$ cat config.mk
export PLATFORM = sky130hd
export DESIGN_NAME = xercr_track
export DESIGN_NICKNAME = d
export VERILOG_FILES = /design/src/rtl/xercr_track.sv
export SDC_FILE = /design/constraint.sdc
export NUM_CORES = 1
export LEC_CHECK = 0
export CELL_PAD_IN_SITES_DETAIL_PLACEMENT = 1
export CELL_PAD_IN_SITES_GLOBAL_PLACEMENT = 1
export CORE_MARGIN = 1.5
export CORE_UTILIZATION = 47
export DETAILED_ROUTE_END_ITERATION = 16
export PLACE_DENSITY_LB_ADDON = 0.25
export SYNTH_ARGS = -nofsm -noshare
export SYNTH_HDL_FRONTEND = slang
export SYNTH_SLANG_ARGS = --single-unit
export TNS_END_PERCENT = 100
$ cat constraint.sdc
create_clock -name clk -period 5.8 [get_ports clk]
set_input_delay 1.16 -clock clk [delete_from_list [all_inputs] [get_ports clk]]
set_output_delay 1.16 -clock clk [all_outputs]
set_load 0.005 [all_outputs]
$ cat src/rtl/xercr_track.sv
// Architectural XERCR plus an in-order queue of speculative XERCR results from EXE.
// Entries retire oldest-first on writeback commit and are all discarded on flush.
module xercr_track #(
    parameter int               WIDTH     = 40,
    parameter int               DEPTH     = 2,
    parameter logic [WIDTH-1:0] RESET_VAL = '0
) (
    input  logic             clk,
    input  logic             reset,
    input  logic             exe_valid,
    output logic             exe_ready,
    input  logic             exe_rc_write,
    input  logic [WIDTH-1:0] exe_rc,
    input  logic             wb_commit,
    input  logic             flush,
    output logic [WIDTH-1:0] rc_cur,
    output logic [WIDTH-1:0] rc_committed,
    output logic [2:0]       pending,
    output logic             commit_err
);

    localparam logic [1:0] LAST = 2'(DEPTH - 1);
    localparam logic [2:0] FULL = 3'(DEPTH);

    // Storage is always 4 deep so the 2-bit pointers index it for any DEPTH.
    logic [WIDTH-1:0] mem [4];
    logic [1:0]       rd_ptr;
    logic [1:0]       wr_ptr;
    logic [1:0]       young_ptr;
    logic [2:0]       count;
    logic             push;
    logic             pop;
    logic [WIDTH-1:0] entry;

    function automatic logic [1:0] ptr_inc(input logic [1:0] p);
        return (p == LAST) ? 2'd0 : p + 2'd1;
    endfunction

    // exe_ready depends only on the count register, never on wb_commit/flush.
    assign exe_ready = (count != FULL);
    assign push      = exe_valid & exe_ready & ~flush;
    assign pop       = wb_commit & (count != 3'd0);
    assign young_ptr = (wr_ptr == 2'd0) ? LAST : wr_ptr - 2'd1;
    assign rc_cur    = (count != 3'd0) ? mem[young_ptr] : rc_committed;
    // A non-writing instruction still occupies a slot, carrying the value it saw.
    assign entry     = exe_rc_write ? exe_rc : rc_cur;
    assign pending   = count;

    always_ff @(posedge clk) begin
        if (push) begin
            mem[wr_ptr] <= entry;
        end
    end

    always_ff @(posedge clk or posedge reset) begin
        if (reset) begin
            rc_committed <= RESET_VAL;
            rd_ptr       <= 2'd0;
            wr_ptr       <= 2'd0;
            count        <= 3'd0;
            commit_err   <= 1'b0;
        end else begin
            commit_err <= wb_commit & (count == 3'd0);
            if (pop) begin
                rc_committed <= mem[rd_ptr];
            end
            // Flush keeps a same-cycle commit, then empties the queue.
            if (flush) begin
                rd_ptr <= 2'd0;
                wr_ptr <= 2'd0;
                count  <= 3'd0;
            end else begin
                if (push) begin
                    wr_ptr <= ptr_inc(wr_ptr);
                end
                if (pop) begin
                    rd_ptr <= ptr_inc(rd_ptr);
                end
                count <= count + {2'b00, push} - {2'b00, pop};
            end
        end
    end

`ifdef SIM
    always_ff @(posedge clk) begin
        if (!reset && wb_commit && count == 3'd0) begin
            $fatal(1, "xercr_track: wb_commit with empty queue");
        end
    end
`endif

endmodule
==> flow_summary.ini, run 1 <==
[clock_tree]
cts_tree = built
cts_root_buf = clkbuf_16
clockBufferDepth = 3
cts_resized = 0
hold_buffers = 0
cts.clk_slew.worst_paths_ps = 60
cts_setup_buffers = 0
cts_max_level = 1
cts_made_buffers = 23
cts.sinks = 208
clk_latency_ps = 500

[timing]
setup_slack_ps = 1530
period_share = 0.736
tightest_slew_ps = 1140
slew_headroom = 0.240
drv_slew = 0
rsz0062_at_grt = false
fin_crit_ps = 4270
tns_ps = 0
final_hold_viol_count = 0
final-setup-viol-count = 0
fin_skew_ps = 6.03
max_freq_ghz = 0.234

[routing]
post-route-drc-count = 0
dr.pass1.iters = 5
post_drt_wl_per_cell_um = 24.7
viasPerCell = 6.04
final_antenna_net_count = 0
vias = 6165
drt_wl_total_mm = 25.2
drtIter0Drc = 380

[place]
place_ws_ps = 1960
place.gp.congestion = 0.756
hpwl_mm = 15.1
place_area_um2 = 11300
dp.cells = 978
io_buffers = 130

[die]
start_util = 0.483
die_h_um = 148
rows = 52
die_w_um = 148
io_pins = 131
die_area_um2 = 21800
core_um2 = 20400

[cells_and_area]
area_growth_pct = 22.6
drive_gt1_frac = 0.237
diodes = 0
finalNetCount = 782
final_area_um2 = 12100
finalNonFillerCells = 1020

[synth]
synth-main-ff-cell = edfxtp_1
ys_types = 33
syn_nets = 661
synth-edff-count = 160
ys.warnings.count = 0
yosys_register_bits = 208
ys_top_cells_by_count = 160 x edfxtp_1, 73 x mux2_2, 48 x dfrtp_1
ys_seq_area_frac = 0.610
syn_inst = 612
netlist_top_cells_area = edfxtp_1 49%, dfrtp_1 12%, mux2_2 8.4%
syn_area_per_cell_um2 = 16.1
synthArstFlopShare = 0.231
yosysMostFrequentCell = edfxtp_1
yosysTopAreaCellShare = 0.488
netlist_area_um2 = 9840
synth_top_area_cell = edfxtp_1

[power_and_ir_drop]
peakVddDrop_mv = 0.311
power_density_nw_per_um2 = 498
leakagePower_nw = 4.05

[worst_setup_path]
cp-end-kind = output port
cp_max_fo = 45
arrival_ps = 3110
rrSetupSlack_ps = 2940
reg2regPathDepth = 4
critPathKind = flip-flop to output port
critPathLaunchType = flip-flop
worstPathRequired_ps = 4640

[global_routing]
grt_pass1_vias = 6732
grt_max_degree = 49
grt_pass1_wl_mm = 39.3
antenna_found_initial = 0
grt_usage = 0.235
gr-total-overflow = 0

[hold_path]
hp-class = flip-flop to flip-flop
hold_depth = 1

[outcome]
status = finished clean

[job]
timing.max_cap.violations = 0
## report_power, final
| part | switching, mW | leakage (nW) | internal (mW) |
|---|---|---|---|
| Sequential | 0.251 | 2.03 | 1.98 |
| Clock | 0.567 | 0.366 | 0.842 |
| Combinational | 0.974 | 1.65 | 1.39 |
| Total | 1.79 | 4.05 | 4.21 |
## logic make-up after synthesis
logic type	count (synthesis)	share of synthesized area
mux	160	0.228
buf+inv	57	0.0348
fa+ha+maj	3	0.00458
flops	208	0.610
simple gates	96	0.0546
compound gates	85	0.0650
xor+xnor	3	0.00267
## state kept, by name (all words and copies together), names as in the netlist
| signal | count |
|---|---|
| mem | 160 |
| rc_committed | 40 |
| pending | 3 |
| rd_ptr | 2 |
| wr_ptr | 2 |
| commit_err | 1 |
## placed cells by master (no fill, tap or decap), types with 2 or more instances in the layout
master,n
nor2_1,43
clkbuf_8,5
mux2_4,5
clkbuf_1,7
nor3b_1,40
xor2_1,2
ha_1,2
buf_4,17
mux4_2,34
a221o_1,40
nor3_2,4
mux2i_1,40
clkdlybuf4s50_1,129
inv_1,5
edfxtp_1,160
clkinv_2,5
clkbuf_16,23
mux4_1,6
dfrtp_2,4
mux2_2,73
dfrtp_1,44
a21oi_1,42
mux2_1,2
## final timing paths
| check | from | to |
|---|---|---|
| max | wr_ptr[0] | rc_cur[37] |
| min | rc_committed[10] | rc_committed[10] |
| max reg2reg | wr_ptr[0] | mem[3][21] |
| min reg2reg | rc_committed[10] | rc_committed[10] |
| max in group asynchronous | reset | rd_ptr[1] |
| min in group asynchronous | reset | rc_committed[11] |
## worst max-delay path, stage by stage, from the launching register on
cell	delay (ps)
dfrtp_2	940
buf_4	560
nor2_1	100
a21oi_1	260
mux2_2	220
clkdlybuf4s50_1	490
## final cells by class
cell class | instances | area [um^2]
Tap cell | 270 | 338
Fill cell | 1855 | 8300
Clock buffer | 35 | 671
Clock inverter | 7 | 63.8
Timing Repair Buffer | 147 | 1420
Multi-Input combinational cell | 347 | 3530
Inverter | 6 | 22.5
Sequential cell | 208 | 6010
## layer usage
layer	GRT usage	wire [um]	vias up	share of wire
met4	0.0530	437	0	0.017
met2	0.415	12800	205	0.51
met3	0.0318	1270	36	0.050
met5	0	0	-	0
li1	-	-	2681	-
met1	0.312	10700	3243	0.42
## metrics by stage
stage	hold slack (ps)	total power [mW]	util
3_3_place_gp	527	4.50	0.556
5_1_grt	574	6.28	0.592
4_1_cts	553	6.07	0.592
3_5_place_dp	540	4.62	0.556
2_1_floorplan	533	3.58	-
6_report	553	6.01	0.592
Note: power is estimated with default switching activity, not from simulation.
==> run 2, diff against run 1 <==
- clock period: 5.8 -> 4.4 ns (I/O delays scaled with it)
==> run 2 against run 1 <==
- highest routed layer unchanged
- register-to-register slack got worse by 1300 ps
- global-route usage decreased by 0.28 points
- clock power is 30% higher
- largest power group unchanged
- worst setup slack worse by 940 ps
- non-clock buffer count increased by 2
- sequential share of layout area fell by 0.093 points
- utilization rose by 0.11 points
- routed wire length fell by 1.0%
- clock skew grew 8.9 ps
- first-iteration DRC count down 26%
- critical path depth stayed put
==> flow_summary.ini, run 2 (synthesis gave the netlist of run 1 again) <==
[outcome]
status = finished clean

[timing]
tns_ps = 0
drv_slew = 0
slew_headroom = 0.333
setup_slack_ps = 588
final-setup-viol-count = 0
fin_skew_ps = 15.0
holdWs_ps = 553
period_share = 0.866
tightest_slew_ps = 1000
max_freq_ghz = 0.262
final_hold_viol_count = 0
rsz0062_at_grt = false
fin_crit_ps = 3810

[place]
hpwl_mm = 15.6
place.gp.congestion = 0.765
dp.cells = 980
io_buffers = 130
place_ws_ps = 1140

[routing]
drt_wl_total_mm = 25.0
viasPerCell = 5.94
dr.pass1.iters = 4
post-route-drc-count = 0
vias = 6054
post_drt_wl_per_cell_um = 24.5
final_antenna_net_count = 0
drtIter0Drc = 281

[clock_tree]
cts_made_buffers = 22
clockBufferDepth = 3
cts_max_level = 1
clk_latency_ps = 500
cts_setup_buffers = 0
cts_resized = 0
hold_buffers = 0
cts_tree = built
cts.sinks = 208
cts.clk_slew.worst_paths_ps = 60
cts_root_buf = clkbuf_16

[die]
die_area_um2 = 21800
die_w_um = 148
core_um2 = 20400
rows = 52
start_util = 0.483
io_pins = 131
die_h_um = 148

[worst_setup_path]
critPathKind = flip-flop to output port
arrival_ps = 2930
crit_path_cell_trace = buf_4 > nor2_1 > a21oi_1 > mux2_4 > clkdlybuf4s50_1
worstPathBufferInverterCount = 2
cp_top_family = flip-flops
worstPathRequired_ps = 3520
slowest_delay_ps = 960
critPathLaunchType = flip-flop
cp-end-kind = output port
crit_path_top_delay_cell = dfrtp_2
cp_max_fo = 48

[cells_and_area]
layout_common_cells = 160 x edfxtp_1, 129 x clkdlybuf4s50_1, 73 x mux2_2
fillers = 1895
drive_gt1_frac = 0.235
regMostFlops = mem
diodes = 0
finalNetCount = 783
final_common_cell = edfxtp_1
largest_reg_flops = 160
finalNonFillerCells = 1020
area_growth_pct = 22.8
fin_util = 0.593

[power_and_ir_drop]
peakVddDrop_mv = 0.565
leakagePower_nw = 4.05
power_density_nw_per_um2 = 654

[global_routing]
grt_pass1_wl_mm = 38.9
gr-total-overflow = 0
grt_usage = 0.233
grt_pass1_vias = 6760
antenna_found_initial = 0
grt_max_degree = 49

[job]
timing.max_cap.violations = 0

[hold_path]
hp-class = flip-flop to flip-flop
[run 2: cell types whose count changed in the layout (fill, tap and decap cells not counted), sizes merged]
cell and change:
bufinv +1, clkbuf -1, inv -1, buf +2
clkinv -1
[run 2: worst paths after layout]
kind                                   from  slack, ps  cells after the start               end
min reg2reg                rc_committed[18]        550                      1  rc_committed[18]
min                        rc_committed[18]        550                      1  rc_committed[18]
max reg2reg                      pending[1]       1630                      9        pending[2]
min in group asynchronous             reset        880                      2  rc_committed[12]
max                               wr_ptr[0]        590                      5         rc_cur[5]
max in group asynchronous             reset       2700                      3         wr_ptr[1]
[run 2: metrics by stage]
step	power, mW	cell area, um^2
after floorplan	4.72	9840
after global placement	5.95	11400
after detailed placement	6.12	11400
after CTS	7.99	12100
after global routing	8.29	12100
final	7.90	12100
[run 2: per-layer routing]
| layer | share of wire | routed length [um] | GRT usage |
|---|---|---|---|
| met1 | 0.42 | 10500 | 0.307 |
| met3 | 0.053 | 1310 | 0.0287 |
| met2 | 0.51 | 12800 | 0.412 |
| met4 | 0.013 | 318 | 0.0535 |
| met5 | 0 | 0 | 0 |
[run 2: worst reg2reg max path, cell delays in order, from the launching register on]
cell	delay [ps]
dfrtp_1	570
or3b_2	560
nand3b_1	290
ha_1	300
inv_1	70
ha_1	150
inv_1	60
fa_1	420
xnor2_1	180
nor2_1	60
[run 2: final cells by class]
class                   instances  area [um^2]  share of cell area
multi-input cells             347         3530               0.292
repair buffers                149         1460               0.121
flip-flops and latches        208         6010               0.497
clock buffers                  34          637              0.0527
inverters                       6         22.5             0.00186
clock inverters                 6         80.1             0.00663
well taps                     270          338              0.0280
[run 2: power breakdown]
| part | leakage [nW] | internal [mW] | switching (mW) |
|---|---|---|---|
| sequential | 2.03 | 2.61 | 0.364 |
| clock | 0.352 | 1.11 | 0.725 |
| combinational | 1.67 | 1.86 | 1.23 |
==> run 3, diff against run 2 <==
- CORE_UTILIZATION: 47 -> 40
==> run 3 against run 2 <==
- final cell count increased by 5.5%
- clock power decreased by 3%
- first-iteration DRC count increased by 71%
- via count decreased by 0.71%
- utilization decreased by 9.3 points
- critical endpoint is now rc_cur[17]
==> flow_summary.ini, run 3 (synthesis gave the netlist of run 1 again) <==
[outcome]
status = finished clean

[worst_setup_path]
crit_path_top_delay_cell = dfrtp_2
r2r_end = pending[2]
critPathKind = flip-flop to output port
rrSetupSlack_ps = 1680
critPathLaunchType = flip-flop
crit_path_cell_trace = buf_4 > mux2i_1 > a21oi_1 > mux2_2 > clkdlybuf4s50_1
cp_max_fo = 27
reg2regPathDepth = 9
slowest_delay_ps = 980
worstPathRequired_ps = 3520
r2r_start = pending[1]
arrival_ps = 3030
cp-end-kind = output port

[global_routing]
gr-total-overflow = 0
grt_usage = 0.201
grt_pass1_vias = 6747
antenna_found_initial = 0
grt_max_degree = 81
grt_pass1_wl_mm = 39.6

[die]
die_h_um = 160
die_area_um2 = 25500
die_w_um = 160
io_pins = 131
start_util = 0.406
core_um2 = 24200
rows = 57

[clock_tree]
clockBufferDepth = 3
clk_latency_ps = 490
cts.sinks = 208
cts_made_buffers = 23
cts.clk_slew.worst_paths_ps = 60
cts_max_level = 1
hold_buffers = 0
cts_setup_buffers = 0
cts_resized = 0
cts_root_buf = clkbuf_16
cts_tree = built

[cells_and_area]
largest_reg_flops = 160
layout_common_cells = 160 x edfxtp_1, 129 x clkdlybuf4s50_1, 73 x mux2_2
fillers = 2349
final_common_cell = edfxtp_1
finalNetCount = 785
fin_util = 0.501
regMostFlops = mem
diodes = 0
area_growth_pct = 23.4
final_area_um2 = 12100
drive_gt1_frac = 0.238

[place]
io_buffers = 130
hpwl_mm = 15.8
place.gp.congestion = 0.761
place_area_um2 = 11400
place_ws_ps = 1060

[power_and_ir_drop]
power_density_nw_per_um2 = 646
leakagePower_nw = 4.05
p_total_mw = 7.85
peakVddDrop_mv = 0.590

[timing]
rsz0062_at_grt = false
slew_headroom = 0.275
final_hold_viol_count = 0
period_share = 0.889
fin_skew_ps = 12.0
max_freq_ghz = 0.256
drv_slew = 0
tightest_slew_ps = 1090
setup_slack_ps = 490
fin_crit_ps = 3910
tns_ps = 0
final-setup-viol-count = 0

[routing]
vias = 6011
post_drt_wl_per_cell_um = 23.5
wl_met2_mm = 12.4
drt-met1-wl_mm = 10.9
final_antenna_net_count = 0
top_layer = met4
drt_wl_total_mm = 25.3
wl_met3_mm = 1.57
drtIter0Drc = 481
post-route-drc-count = 0
dr.pass1.iters = 6
viasPerCell = 5.59

[hold_path]
hp-start = rc_committed[10]
whs_endpoint = rc_committed[10]
hold_depth = 1
hp-class = flip-flop to flip-flop

[job]
timing.max_cap.violations = 0
run 3: final cells by class:
| type | count | area [um^2] | share of cell area |
|---|---|---|---|
| clock buffers | 35 | 671 | 0.0552 |
| clock inverters | 6 | 31.3 | 0.00258 |
| inverters | 6 | 22.5 | 0.00185 |
| multi-input cells | 347 | 3530 | 0.291 |
| flip-flops and latches | 208 | 6010 | 0.495 |
| well taps | 324 | 405 | 0.0334 |
| repair buffers | 150 | 1470 | 0.121 |
run 3: how the worst max path moves through the flow:
stage               from         end  slack, ps  cells after the start
2_1_floorplan      flush   mem[2][0]         50                      2
3_3_place_gp   wr_ptr[1]  rc_cur[16]       1140                      5
3_5_place_dp   wr_ptr[1]  rc_cur[16]       1060                      5
4_1_cts        wr_ptr[1]  rc_cur[17]        490                      5
5_1_grt        wr_ptr[1]  rc_cur[17]        380                      5
6_report       wr_ptr[1]  rc_cur[17]        490                      5
run 3: layer usage:
metal  up-vias  GRT usage
met5         -          0
met4         0     0.0412
met3        29     0.0288
met2       185      0.342
met1      3112      0.275
li1       2685          -
run 3: critical path, delay by kind of cell (launching register included):
family | cells | cell delay (ps)
compound gates | 1 | 120
mux | 2 | 620
flops | 1 | 980
buf+inv | 2 | 820
run 3: power breakdown:
group          internal [mW]  leakage [nW]  total (mW)  switching [mW]
clock network           1.05         0.345        1.78           0.734
logic                   1.86          1.68        3.10            1.24
registers               2.61          2.03        2.97           0.364
total                   5.51          4.05        7.85            2.34
run 3: per-stage QoR:
stage               instances  hold slack [ps]
floorplan                 612              533
global placement         1035              532
detailed placement       1035              542
CTS                      1076              559
global route             1076              580
finish                   1076              549
